==> src/rtl/pwm_cap_pkg.sv <==
// Shared types and defaults for the PWM capture block: FSM encoding,
// default widths, and the result record held in the output slot.
package pwm_cap_pkg;

  localparam int DEF_CNT_W   = 32;
  localparam int DEF_TIMEOUT = 65535;
  localparam int RES_W       = 32;

  typedef enum logic {
    ST_IDLE = 1'b0,
    ST_MEAS = 1'b1
  } cap_state_t;

  // Fields are sized for the widest legal CNT_W; narrower builds zero-extend.
  typedef struct packed {
    logic [RES_W-1:0] period;
    logic [RES_W-1:0] high;
    logic             sat;
    logic             stuck;
    logic             level;
  } cap_result_t;

endpackage

==> src/rtl/pwm_sync_edge.sv <==
// Synchronizer chain plus delay flop; provides the synced level and a
// one-cycle rising-edge strobe.
module pwm_sync_edge #(
  parameter int SYNC_STAGES = 2
) (
  input  logic clk,
  input  logic rst,
  input  logic din,
  output logic s,
  output logic rise
);

  logic [SYNC_STAGES-1:0] sync;
  logic                   dly;

  always_ff @(posedge clk) begin
    if (rst) begin
      sync <= '0;
      dly  <= 1'b0;
    end else begin
      sync[0] <= din;
      for (int i = 1; i < SYNC_STAGES; i++) sync[i] <= sync[i-1];
      dly <= sync[SYNC_STAGES-1];
    end
  end

  assign s    = sync[SYNC_STAGES-1];
  assign rise = s & ~dly;

endmodule

==> src/rtl/pwm_capture.sv <==
// Measures PWM period and high time between rising edges and publishes each
// result, or a stuck-line record on timeout, through a one-deep valid/ready slot.
//
// state | meaning
// IDLE  | waiting for the first rising edge
// MEAS  | counting period/high time since the last rising edge
module pwm_capture
  import pwm_cap_pkg::*;
#(
  parameter int CNT_W       = DEF_CNT_W,
  parameter int SYNC_STAGES = 2,
  parameter int TIMEOUT     = DEF_TIMEOUT
) (
  input  logic             clk,
  input  logic             rst,
  input  logic             pwm_in,
  input  logic             m_ready,
  input  logic             ovr_clr,
  output logic             m_valid,
  output logic [CNT_W-1:0] m_period,
  output logic [CNT_W-1:0] m_high,
  output logic             m_sat,
  output logic             m_stuck,
  output logic             m_level,
  output logic             ovr
);

  localparam int TO_W = $clog2(TIMEOUT);
  localparam logic [TO_W-1:0]  TO_LAST = TO_W'(TIMEOUT - 1);
  localparam logic [CNT_W-1:0] CNT_MAX = '1;

  logic             s;
  logic             rise;
  cap_state_t       state;
  logic [CNT_W-1:0] per_ctr;
  logic [CNT_W-1:0] high_ctr;
  logic             sat;
  logic [TO_W-1:0]  idle_ctr;
  cap_result_t      slot;
  logic             valid_r;
  logic             ovr_r;

  logic        timeout;
  logic        pub;
  logic        take;
  cap_result_t res;

  pwm_sync_edge #(.SYNC_STAGES(SYNC_STAGES)) u_sync (
    .clk  (clk),
    .rst  (rst),
    .din  (pwm_in),
    .s    (s),
    .rise (rise)
  );

  // A rise always beats a coincident timeout.
  always_comb begin
    timeout = (idle_ctr == TO_LAST);
    pub     = 1'b0;
    res     = '0;
    take    = ~valid_r | m_ready;
    if (rise) begin
      if (state == ST_MEAS) begin
        pub        = 1'b1;
        res.period = RES_W'(per_ctr);
        res.high   = RES_W'(high_ctr);
        res.sat    = sat;
      end
    end else if (timeout) begin
      pub       = 1'b1;
      res.stuck = 1'b1;
      res.level = s;
    end
  end

  always_ff @(posedge clk) begin
    if (rst) begin
      state    <= ST_IDLE;
      per_ctr  <= '0;
      high_ctr <= '0;
      sat      <= 1'b0;
      idle_ctr <= '0;
      slot     <= '0;
      valid_r  <= 1'b0;
      ovr_r    <= 1'b0;
    end else begin
      if (rise || timeout) idle_ctr <= '0;
      else                 idle_ctr <= idle_ctr + 1'b1;

      if (rise) begin
        state    <= ST_MEAS;
        per_ctr  <= CNT_W'(1);
        high_ctr <= CNT_W'(1);
        sat      <= 1'b0;
      end else if (timeout) begin
        state    <= ST_IDLE;
        per_ctr  <= '0;
        high_ctr <= '0;
        sat      <= 1'b0;
      end else if (state == ST_MEAS) begin
        if (per_ctr == CNT_MAX) sat <= 1'b1;
        else                    per_ctr <= per_ctr + 1'b1;
        if (s) begin
          if (high_ctr == CNT_MAX) sat <= 1'b1;
          else                     high_ctr <= high_ctr + 1'b1;
        end
      end

      if (pub && take) begin
        slot    <= res;
        valid_r <= 1'b1;
      end else if (valid_r && m_ready) begin
        valid_r <= 1'b0;
      end

      // A drop in the same cycle as a clear leaves the flag set.
      ovr_r <= (ovr_r & ~ovr_clr) | (pub & ~take);
    end
  end

  assign m_valid  = valid_r;
  assign m_period = slot.period[CNT_W-1:0];
  assign m_high   = slot.high[CNT_W-1:0];
  assign m_sat    = slot.sat;
  assign m_stuck  = slot.stuck;
  assign m_level  = slot.level;
  assign ovr      = ovr_r;

endmodule

==> config.mk <==
export PLATFORM = sky130hd
export DESIGN_NAME = pwm_capture
export DESIGN_NICKNAME = d
export VERILOG_FILES = /design/src/rtl/pwm_cap_pkg.sv /design/src/rtl/pwm_sync_edge.sv /design/src/rtl/pwm_capture.sv
export SDC_FILE = /design/constraint.sdc
export NUM_CORES = 1
export LEC_CHECK = 0
export ABC_CLOCK_PERIOD_IN_PS = 2560
export BUFFER_PORTS_ARGS = -buffer_cell sky130_fd_sc_hd__buf_2
export CELL_PAD_IN_SITES_DETAIL_PLACEMENT = 0
export CELL_PAD_IN_SITES_GLOBAL_PLACEMENT = 1
export CORE_MARGIN = 4
export CORE_UTILIZATION = 40
export DETAILED_ROUTE_END_ITERATION = 12
export GPL_ROUTABILITY_DRIVEN = 0
export GPL_TIMING_DRIVEN = 0
export HOLD_SLACK_MARGIN = 0.06
export PLACE_DENSITY_LB_ADDON = 0.2
export SLEW_MARGIN = 10
export SYNTH_ARGS = -nofsm -noshare
export SYNTH_HDL_FRONTEND = slang
export SYNTH_SLANG_ARGS = --single-unit
==> constraint.sdc <==
create_clock -name clk -period 2.56 [get_ports clk]
set_input_delay 0.128 -clock clk [delete_from_list [all_inputs] [get_ports clk]]
set_output_delay 0.128 -clock clk [all_outputs]
set_load 0.05 [all_outputs]
==> metrics.csv, run 1 <==
stage,metric,value,unit
critical_path,Setup CP Type,flop to flop,
placement,detailed placement HPWL,11100,µm
finish,# fillers,1512,
drt,Routed WL,15500,µm
drt,drt wl/cell,15.6,µm
clock_network,Worst-path clk slew,0.06,ns
timing,Worst Skew,0.00667,ns
yosys,Yosys Warn Count,0,
timing,Pins Over Slew Limit,0,
finish,layout cells sized above 1,19.2,%
finish,"Net count, final",773,
global_route,vias in the first global route,5191,
clock_network,clock tree sinks,154,
critical_path,worst path required time,2.91,ns
worst_hold_path,hold crit path type,input port to flop,
yosys,Post-Syn Area,0.00644,mm²
yosys,#FFs+latches synth,154,
timing,Fmax,422,MHz
timing,Final Critical Period,2.37,ns
global_route,initial antenna violation count,0,
global_route,gr ovfl total,0,
floorplanning,Core Area,0.0158,mm²
yosys,Syn Area/Cell,9.65,µm²
status,status,"complete, no violations",
yosys,Post-synth ARST share,0,%
timing,RSZ-0062 raised after global routing,no,
global_route,largest net degree at the start of global routing,17,
drt,Initial DRT Pass Iterations,4,
finish,"commonest non-fill, non-tap cells in the layout","154 x dfxtp_1, 85 x buf_2, 64 x a22o_1, 54 x a21oi_1, 42 x nor2_1",
global_route,gr usage total,17.6,%
finish,n_diodes,0,
placement,Area after DPL,0.00708,mm²
critical_path,crit path max fanout,10,
yosys,Post-synth EDFFs,0,
power,Peak VDD IR,0.462,mV
placement,dpl ws,0.0387,ns
finish,Final Instance Area,0.00776,mm²
floorplanning,die area,0.0182,mm²
placement,IO Port Bufs,72,
drt,Starting DRT DRC Count,313,
timing,Rel. slew slack,43.2,%
yosys,"Seq/Total Area, Yosys",47.8,%
timing,Tcrit/Tclk final,92.5,%
timing,Fin. Hold Viols,0,
timing,# setup viols final,0,
clock_network,CTS tree,done,
finish,"most common cell after layout, fill and taps aside",dfxtp_1,
drt,Via-to-Cell Ratio,5.48,
yosys,Mapped Cells,668,
run,max cap viols,0,
floorplanning,initial core utilization,40.7,%
drt,DRC,0,
yosys,post-synth cell types,56,
timing,fin worst setup slack,0.193,ns
floorplanning,Die Y-Extent,135,µm
clock_network,CTS Buf Count,17,
clock_network,Skew-Pair Late Insertion Delay,0.42,ns
yosys,post-synthesis net count,677,
power,Pwr Density,666,mW/mm²
global_route,first-pass GRT wire length,25900,µm
critical_path,CP arrival,2.72,ns
floorplanning,row cnt,46,
critical_path,Crit. End Element,flop,
floorplanning,chip width,135,µm
clock_network,clk buf depth,2,
finish,"Area growth, synth to finish",20.3,%
floorplanning,# IOs,74,
yosys,most used flip-flop cell after synthesis,dfxtp_1,
timing,worst slew pin tran,0.849,ns
clock_network,H-tree Lvls,4,
clock_network,root buf cell,clkbuf_16,
critical_path,crit path launch type,flop,
power,Leak,2.96,nW
drt,vias,5445,
drt,Routed Antenna Nets,0,
## cell type report
type	instances	area, µm²	share of cell area [%]
Tap cell	216	270	3.48
Timing Repair Buffer	77	403	5.19
Clock inverter	6	108	1.39
Clock buffer	26	519	6.69
Buffer	32	196	2.53
Sequential cell	154	3080	39.7
Inverter	14	52.6	0.678
Multi-Input combinational cell	468	3120	40.3
## routing by layer
| metal | GRT usage, % | vias up | share of wire [%] |
|---|---|---|---|
| met1 | 21.9 | 2594 | 45 |
| li1 | - | 2737 | - |
| met4 | 7.56 | 0 | 2.5 |
| met3 | 3.28 | 23 | 3.1 |
| met5 | 0 | - | 0 |
| met2 | 29.8 | 91 | 49 |
## synth_stat cells, drive strengths merged (3+ instances only)
| library cell | count | area (µm²) |
|---|---|---|
| o21ai | 35 | 175 |
| and3 | 12 | 76.3 |
| xor2 | 11 | 96.3 |
| ha | 4 | 50.1 |
| clkbuf | 9 | 33.8 |
| and4 | 10 | 87.6 |
| or4 | 15 | 113 |
| o311ai | 4 | 70.1 |
| a31oi | 4 | 25.0 |
| a22o | 64 | 561 |
| o31ai | 13 | 103 |
| or3 | 39 | 254 |
| o31a | 3 | 26.3 |
| nor2 | 43 | 161 |
| xnor2 | 9 | 78.8 |
| nand2b | 3 | 18.8 |
| nand4 | 29 | 221 |
| nor4 | 11 | 144 |
| nand2 | 38 | 143 |
| and2 | 5 | 31.3 |
| o21a | 6 | 45.0 |
| buf | 23 | 163 |
| dfxtp | 154 | 3080 |
| nand3 | 30 | 150 |
| nor3 | 7 | 56.3 |
| o2111ai | 3 | 32.5 |
| nor2b | 4 | 25.0 |
| inv | 14 | 52.6 |
| a21oi | 54 | 270 |
## cells by family (layout without fill, tap and decap cells)
group,after synthesis,after routing,share of synthesized area (%)
AO/OA/AOI/OAI,193,193,21.2
XOR/XNOR,20,20,2.72
adder cells (fa/ha/maj),4,4,0.777
buffers and inverters,46,155,3.86
flip-flops,154,154,47.8
multiplexers,1,1,0.155
AND/OR/NAND/NOR,250,250,23.5
## where the power goes
group | internal (mW) | leakage (nW) | switching [mW]
sequential | 2.41 | 1.24 | 0.0137
combinational | 0.0363 | 1.41 | 0.0742
clock | 1.69 | 0.307 | 0.944
## critical path: stages, from the launching register on
cell,delay (ns)
dfxtp_1,0.35
buf_2,0.22
nand3_1,0.12
nor4_1,0.57
o2111ai_1,0.44
or3_1,0.45
a21oi_1,0.14
## timing repair
action	4_1_cts	5_1_grt
hold buffers	2	0
endpoints found under the hold margin	2	0
resized for setup	0	1
buffers inserted	0	3
endpoints found under the setup margin	0	9
## final timing paths
| kind | startpoint | to | slack [ns] | cells past startpoint |
|---|---|---|---|---|
| worst max-delay path | state$_SDFFE_PP0P_ | high_ctr[27]$_SDFFE_PP0P_ | 0.19 | 6 |
| worst min register to register | u_sync.sync[0]$_SDFF_PP0_ | u_sync.sync[1]$_SDFF_PP0_ | 0.45 | 1 |
| worst max register to register | state$_SDFFE_PP0P_ | high_ctr[27]$_SDFFE_PP0P_ | 0.19 | 6 |
| worst min-delay path | m_ready | m_valid$_SDFFE_PP0P_ | 0.10 | 3 |
## through the flow
step / cells / total power, mW / TNS, ns / hold slack (ns) / utilization [%]
2_1_floorplan: 668 / 2.54 / 0 / 0.256 / -
3_3_place_gp: 956 / 2.58 / -5.22 / 0.350 / 44.7
3_5_place_dp: 956 / 2.58 / 0 / 0.355 / 44.7
4_1_cts: 990 / 5.22 / 0 / 0.0859 / 48.8
5_1_grt: 993 / 5.35 / 0 / 0.145 / 49.0
6_report: 993 / 5.16 / 0 / 0.103 / 49.0
## sequential cells by signal, summed over array words and instances, names as in the netlist, 2 cells and up
register and flops:
high_ctr 32, m_high 32, m_period 32, per_ctr 32, idle_ctr 16, u_sync.sync 2
Power figures use the tool's default switching activity.
==> inputs of run 2 (changes only) <==
--- a/config.mk
+++ b/config.mk
@@ -11,6 +11,7 @@
 export CELL_PAD_IN_SITES_GLOBAL_PLACEMENT = 1
 export CORE_MARGIN = 4
 export CORE_UTILIZATION = 40
+export CTS_BUF_LIST = sky130_fd_sc_hd__clkbuf_16
 export DETAILED_ROUTE_END_ITERATION = 12
 export GPL_ROUTABILITY_DRIVEN = 0
 export GPL_TIMING_DRIVEN = 0
==> metrics.csv, run 2 (same netlist as run 1, synthesis figures left out) <==
stage,metric,value,unit,change
run,max cap viols,0,,unchanged
critical_path,crit path max fanout,10,,unchanged
global_route,gr usage total,17.6,%,+0.024 points
floorplanning,die area,0.0182,mm²,unchanged
power,P_int,3.94,mW,-4.7%
clock_network,Worst-path clk slew,0.06,ns,about the same
finish,Final Instance Area,0.00770,mm²,-0.77%
clock_network,Skew-Pair Late Insertion Delay,0.42,ns,about the same
critical_path,worst path required time,2.91,ns,about the same
power,Seq pwr share,48.7,%,+1.8 points
timing,fin worst setup slack,0.221,ns,+0.0279 ns
floorplanning,initial core utilization,40.7,%,unchanged
floorplanning,chip width,135,µm,unchanged
drt,DRC,0,,unchanged
drt,Initial DRT Pass Iterations,4,,unchanged
power,Leak,2.94,nW,-0.72%
critical_path,crit path launch type,flop,,
timing,Pins Over Slew Limit,0,,unchanged
timing,Final Critical Period,2.34,ns,-0.0279 ns
finish,n_diodes,0,,unchanged
placement,dpl ws,0.0387,ns,unchanged
timing,worst slew pin tran,0.851,ns,+0.00180 ns
critical_path,slowest CP cell,nor4_1,,
drt,met3 wire length,508,µm,+5.4%
clock_network,CTS tree,done,,
drt,DR top layer,met4,,
drt,drt wl/cell,15.7,µm,+0.34%
worst_hold_path,Worst Hold Path EP,m_valid$_SDFFE_PP0P_,,
global_route,initial antenna violation count,0,,unchanged
drt,Via-to-Cell Ratio,5.51,,+0.44%
critical_path,"setup slack, reg-to-reg",0.22,ns,+0.03 ns
timing,RSZ-0062 raised after global routing,no,,
clock_network,H-tree Lvls,4,,unchanged
drt,vias,5469,,+0.44%
worst_hold_path,Hold Startpoint,m_ready,,
drt,Starting DRT DRC Count,290,,-7.3%
critical_path,Setup CP Type,flop to flop,,
floorplanning,Core Area,0.0158,mm²,unchanged
critical_path,critical path depth in cells,6,,unchanged
timing,Final Hold Slack,0.101,ns,-0.00220 ns
worst_hold_path,hold crit path type,input port to flop,,
placement,Area after DPL,0.00708,mm²,unchanged
finish,"Core Util, Final",48.6,%,-0.38 points
worst_hold_path,hold path cells,3,,unchanged
timing,Tcrit/Tclk final,91.4,%,-1.1 points
power,switching part of the total,20.8,%,+0.78 points
power,Peak VDD IR,0.464,mV,+0.47%
drt,Routed Antenna Nets,0,,unchanged
global_route,largest net degree at the start of global routing,17,,unchanged
power,switching power,1.03,mW,about the same
critical_path,Worst path max stage delay,0.55,ns,-0.02 ns
finish,"most common cell after layout, fill and taps aside",dfxtp_1,,
timing,Fmax,428,MHz,+1.2%
finish,"Area growth, synth to finish",19.4,%,
placement,detailed placement HPWL,11100,µm,unchanged
timing,Rel. slew slack,43.1,%,-0.12 points
global_route,first-pass GRT wire length,26000,µm,+0.24%
floorplanning,Die Y-Extent,135,µm,unchanged
critical_path,Critical R2R Launch,state$_SDFFE_PP0P_,,
timing,Worst Skew,0.00748,ns,+0.000802 ns
critical_path,CP arrival,2.69,ns,-0.03 ns
drt,met2 wire len,7680,µm,+0.30%
critical_path,Crit. End Element,flop,,
global_route,gr ovfl total,0,,unchanged
power,Pwr Density,646,mW/mm²,-3.0%
finish,"commonest non-fill, non-tap cells in the layout","154 x dfxtp_1, 85 x buf_2, 64 x a22o_1, 54 x a21oi_1, 42 x nor2_1",,
critical_path,R2R depth,6,,unchanged
floorplanning,row cnt,46,,unchanged
drt,Routed WL,15600,µm,+0.34%
drt,DRT met1 WL,6980,µm,-0.11%
finish,"Net count, final",773,,unchanged
timing,Fin. Hold Viols,0,,unchanged
clock_network,clock tree sinks,154,,unchanged
critical_path,CP top delay family,simple AND/OR/NAND/NOR gates,,
finish,layout cells sized above 1,18.4,%,-0.77 points
floorplanning,# IOs,74,,unchanged
timing,# setup viols final,0,,unchanged
clock_network,CTS Buf Count,17,,unchanged
placement,IO Port Bufs,72,,unchanged
critical_path,Buf/Inv on CP,1,,unchanged
clock_network,clk buf depth,2,,unchanged
critical_path,RR Endpoint,high_ctr[27]$_SDFFE_PP0P_,,
status,status,"complete, no violations",,
global_route,vias in the first global route,5213,,+0.42%
power,combinational share of power,2.2,%,about the same
critical_path,crit-path cells,buf_2 > nand3_1 > nor4_1 > o2111ai_1 > or3_1 > a21oi_1,,
power,clock power share,49.1,%,-1.9 points
clock_network,root buf cell,clkbuf_16,,
-- run 2: changes by cell type in the layout (fill, tap and decap cells not counted), sizes merged --
cell / delta
clkbuf: -9
clkinv: +6
inv: +3
-- run 2: worst max path at each step --
stage                                        start                        end  slack, ns
after global routing            state$_SDFFE_PP0P_  high_ctr[27]$_SDFFE_PP0P_       0.03
after CTS                 high_ctr[0]$_SDFFE_PP0P_   high_ctr[0]$_SDFFE_PP0P_       0.03
after floorplan           high_ctr[0]$_SDFFE_PP0P_   high_ctr[0]$_SDFFE_PP0P_       0.50
after global placement          state$_SDFFE_PP0P_   m_period[9]$_SDFFE_PP0P_      -0.15
after detailed placement  high_ctr[0]$_SDFFE_PP0P_   high_ctr[0]$_SDFFE_PP0P_       0.04
final                           state$_SDFFE_PP0P_  high_ctr[27]$_SDFFE_PP0P_       0.22
-- run 2: per-layer routing --
| metal | GRT usage [%] | vias up |
|---|---|---|
| met1 | 21.7 | 2605 |
| met3 | 3.32 | 24 |
| met5 | 0 | - |
| met2 | 30.0 | 104 |
| met4 | 7.61 | 0 |
| li1 | - | 2736 |
-- run 2: repair_timing --
| item | 4_1_cts | 5_1_grt |
|---|---|---|
| buffers inserted | 0 | 3 |
| setup endpoints to repair | 0 | 9 |
| hold buffers | 2 | 0 |
| gates resized for setup | 0 | 1 |
| hold endpoints to repair | 2 | 0 |
-- run 2: tightest hold or removal path: stages --
cell and delay [ns]:
buf_2 0.07, nand2b_1 0.18, a21oi_1 0.08
-- run 2: power groups by stage --
| stage | sequential [mW] | combinational (mW) | clock, mW |
|---|---|---|---|
| 5_1_grt | 2.42 | 0.123 | 2.60 |
| 6_report | 2.42 | 0.111 | 2.44 |
| 2_1_floorplan | 2.47 | 0.0760 | 0 |
| 3_3_place_gp | 2.47 | 0.107 | 0 |
| 4_1_cts | 2.42 | 0.113 | 2.48 |
| 3_5_place_dp | 2.47 | 0.110 | 0 |
-- run 2: layout make-up --
class	count	area, µm²
buffer	32	196
clock buffer	17	425
clock inverter	15	141
fill	1517	8130
inverter	14	52.6
multi-input combinational	468	3120
sequential	154	3080
tap	216	270
timing repair buffer	77	403
-- run 2: through the flow --
| stage | setup TNS, ns | power, mW | cells |
|---|---|---|---|
| floorplan | 0 | 2.54 | 668 |
| global placement | -5.22 | 2.58 | 956 |
| detailed placement | 0 | 2.58 | 956 |
| CTS | 0 | 5.02 | 990 |
| global route | 0 | 5.15 | 993 |
| finish | 0 | 4.97 | 993 |
==> inputs of run 3 (changes only) <==
==> constraint.sdc (replaced) <==
create_clock -name clk -period 2.56 [get_ports clk]
set_input_delay 0.512 -clock clk [delete_from_list [all_inputs] [get_ports clk]]
set_output_delay 0.512 -clock clk [all_outputs]
set_load 0.05 [all_outputs]
==> metrics.csv, run 3 (same netlist as run 1, synthesis figures left out) <==
stage,metric,value,unit,change
finish,"commonest non-fill, non-tap cells in the layout","154 x dfxtp_1, 85 x buf_2, 64 x a22o_1, 54 x a21oi_1, 42 x nor2_1",,
power,combinational share of power,2.2,%,about the same
timing,Tcrit/Tclk final,92.0,%,+0.66 points
power,switching part of the total,20.7,%,-0.043 points
drt,Starting DRT DRC Count,300,,+3.4%
floorplanning,Die Y-Extent,135,µm,unchanged
timing,Pins Over Slew Limit,0,,unchanged
placement,IO Port Bufs,72,,unchanged
timing,# setup viols final,0,,unchanged
global_route,gr usage total,17.6,%,about the same
critical_path,crit path launch type,flop,,
clock_network,H-tree Lvls,4,,unchanged
critical_path,worst path required time,2.87,ns,-0.04 ns
finish,"Area growth, synth to finish",19.1,%,
timing,fin worst setup slack,0.204,ns,-0.0169 ns
clock_network,Worst-path clk slew,0.06,ns,about the same
finish,"Net count, final",771,,-0.26%
floorplanning,row cnt,46,,unchanged
critical_path,Critical R2R Launch,high_ctr[0]$_SDFFE_PP0P_,,
timing,Fmax,424,MHz,-0.72%
floorplanning,# IOs,74,,unchanged
finish,"most common cell after layout, fill and taps aside",dfxtp_1,,
run,max cap viols,0,,unchanged
critical_path,CP top delay family,simple AND/OR/NAND/NOR gates,,
global_route,initial antenna violation count,0,,unchanged
global_route,gr ovfl total,0,,unchanged
power,Peak VDD IR,0.462,mV,-0.54%
timing,Fin. Hold Viols,0,,unchanged
timing,Final Critical Period,2.36,ns,+0.0169 ns
timing,RSZ-0062 raised after global routing,no,,
floorplanning,chip width,135,µm,unchanged
critical_path,crit-path cells,ha_1 > nand4_4 > or3_4 > nor4_4 > buf_4 > nor2_1 > a211o_1,,
critical_path,slowest CP cell,dfxtp_1,,
floorplanning,die area,0.0182,mm²,unchanged
power,Final Power,4.97,mW,about the same
critical_path,crit path to,high_ctr[0]$_SDFFE_PP0P_,,
global_route,vias in the first global route,5210,,-0.058%
placement,Area after DPL,0.00708,mm²,unchanged
drt,drt wl/cell,15.7,µm,+0.23%
clock_network,clock tree sinks,154,,unchanged
critical_path,CP arrival,2.67,ns,-0.02 ns
drt,Routed Antenna Nets,0,,unchanged
drt,DRC,0,,unchanged
finish,n_diodes,0,,unchanged
placement,detailed placement HPWL,11100,µm,unchanged
finish,layout cells sized above 1,18.5,%,+0.047 points
critical_path,Worst path max stage delay,0.45,ns,-0.10 ns
critical_path,crit path max fanout,10,,unchanged
power,clock power share,49.1,%,about the same
clock_network,CTS tree,done,,
placement,dpl ws,0.0387,ns,unchanged
finish,Final Instance Area,0.00768,mm²,-0.26%
critical_path,RR Endpoint,high_ctr[0]$_SDFFE_PP0P_,,
clock_network,Skew-Pair Late Insertion Delay,0.42,ns,about the same
critical_path,R2R depth,7,,+1
clock_network,CTS Buf Count,17,,unchanged
global_route,first-pass GRT wire length,26000,µm,about the same
status,status,"complete, no violations",,
finish,# fillers,1517,,unchanged
critical_path,Setup crit start,high_ctr[0]$_SDFFE_PP0P_,,
clock_network,root buf cell,clkbuf_16,,
timing,Worst Skew,0.00735,ns,-0.000124 ns
drt,Via-to-Cell Ratio,5.50,,about the same
critical_path,"setup slack, reg-to-reg",0.20,ns,-0.02 ns
power,P_int,3.94,mW,about the same
timing,worst slew pin tran,0.864,ns,+0.0126 ns
power,Seq pwr share,48.7,%,about the same
power,Leak,2.93,nW,-0.28%
power,switching power,1.03,mW,-0.31%
critical_path,Setup CP Type,flop to flop,,
timing,Rel. slew slack,42.2,%,-0.84 points
worst_hold_path,hold crit path type,input port to flop,,
floorplanning,Core Area,0.0158,mm²,unchanged
drt,Initial DRT Pass Iterations,5,,+1
clock_network,clk buf depth,2,,unchanged
critical_path,Buf/Inv on CP,1,,unchanged
power,Pwr Density,647,mW/mm²,+0.16%
global_route,largest net degree at the start of global routing,17,,unchanged
drt,Routed WL,15600,µm,about the same
floorplanning,initial core utilization,40.7,%,unchanged
drt,vias,5455,,-0.26%
critical_path,Crit. End Element,flop,,
critical_path,critical path depth in cells,7,,+1
## run 3: repair_timing
action | CTS | global route
hold endpoints to repair | 0 | 0
setup endpoints to repair | 0 | 9
gates resized for setup | 0 | 1
hold buffers | 0 | 0
setup buffers | 0 | 3
## run 3: worst register-to-register path: stages, from the launching register on
cell and delay, ns:
dfxtp_1 0.45, ha_1 0.29, nand4_4 0.20, or3_4 0.42, nor4_4 0.37, buf_4 0.24
nor2_1 0.06, a211o_1 0.22
## run 3: worst min path at each step
stage / start / end / slack [ns] / depth (start not counted)
after global routing: pwm_in / u_sync.sync[0]$_SDFF_PP0_ / 0.32 / 2
after detailed placement: u_sync.sync[0]$_SDFF_PP0_ / u_sync.sync[1]$_SDFF_PP0_ / 0.44 / 1
final: pwm_in / u_sync.sync[0]$_SDFF_PP0_ / 0.31 / 2
after global placement: u_sync.sync[0]$_SDFF_PP0_ / u_sync.sync[1]$_SDFF_PP0_ / 0.42 / 1
after CTS: pwm_in / u_sync.sync[0]$_SDFF_PP0_ / 0.30 / 2
after floorplan: u_sync.sync[0]$_SDFF_PP0_ / u_sync.sync[1]$_SDFF_PP0_ / 0.41 / 1
## run 3: power by group through the flow
stage / Clock [mW] / Combinational (mW) / Sequential, mW
final: 2.44 / 0.108 / 2.42
after floorplan: 0 / 0.0760 / 2.47
after CTS: 2.48 / 0.110 / 2.42
after detailed placement: 0 / 0.110 / 2.47
after global placement: 0 / 0.107 / 2.47
after global routing: 2.60 / 0.121 / 2.42
## run 3: routing by layer
| layer | GRT usage (%) | up-vias | share of wire (%) |
|---|---|---|---|
| li1 | - | 2732 | - |
| met2 | 30.0 | 97 | 49 |
| met4 | 7.61 | 0 | 2.6 |
| met1 | 21.7 | 2604 | 45 |
| met3 | 3.32 | 22 | 3.5 |
| met5 | 0 | - | 0 |
## run 3: stage by stage
stage / hold slack (ns) / utilization [%] / TNS [ns] / instances
floorplan: 0.414 / - / 0 / 668
global placement: 0.425 / 44.7 / -5.22 / 956
detailed placement: 0.437 / 44.7 / 0 / 956
CTS: 0.304 / 48.3 / 0 / 988
global route: 0.319 / 48.5 / 0 / 991
finish: 0.312 / 48.5 / 0 / 991
## run 3: cell type report
| class | instances | area (µm²) | share of cell area (%) |
|---|---|---|---|
| plain buffers | 32 | 196 | 2.56 |
| clock buffers | 17 | 425 | 5.54 |
| well taps | 216 | 270 | 3.52 |
| clock inverters | 15 | 141 | 1.84 |
| repair buffers | 75 | 383 | 4.99 |
| flip-flops and latches | 154 | 3080 | 40.2 |
| inverters | 14 | 52.6 | 0.685 |
| multi-input cells | 468 | 3120 | 40.7 |
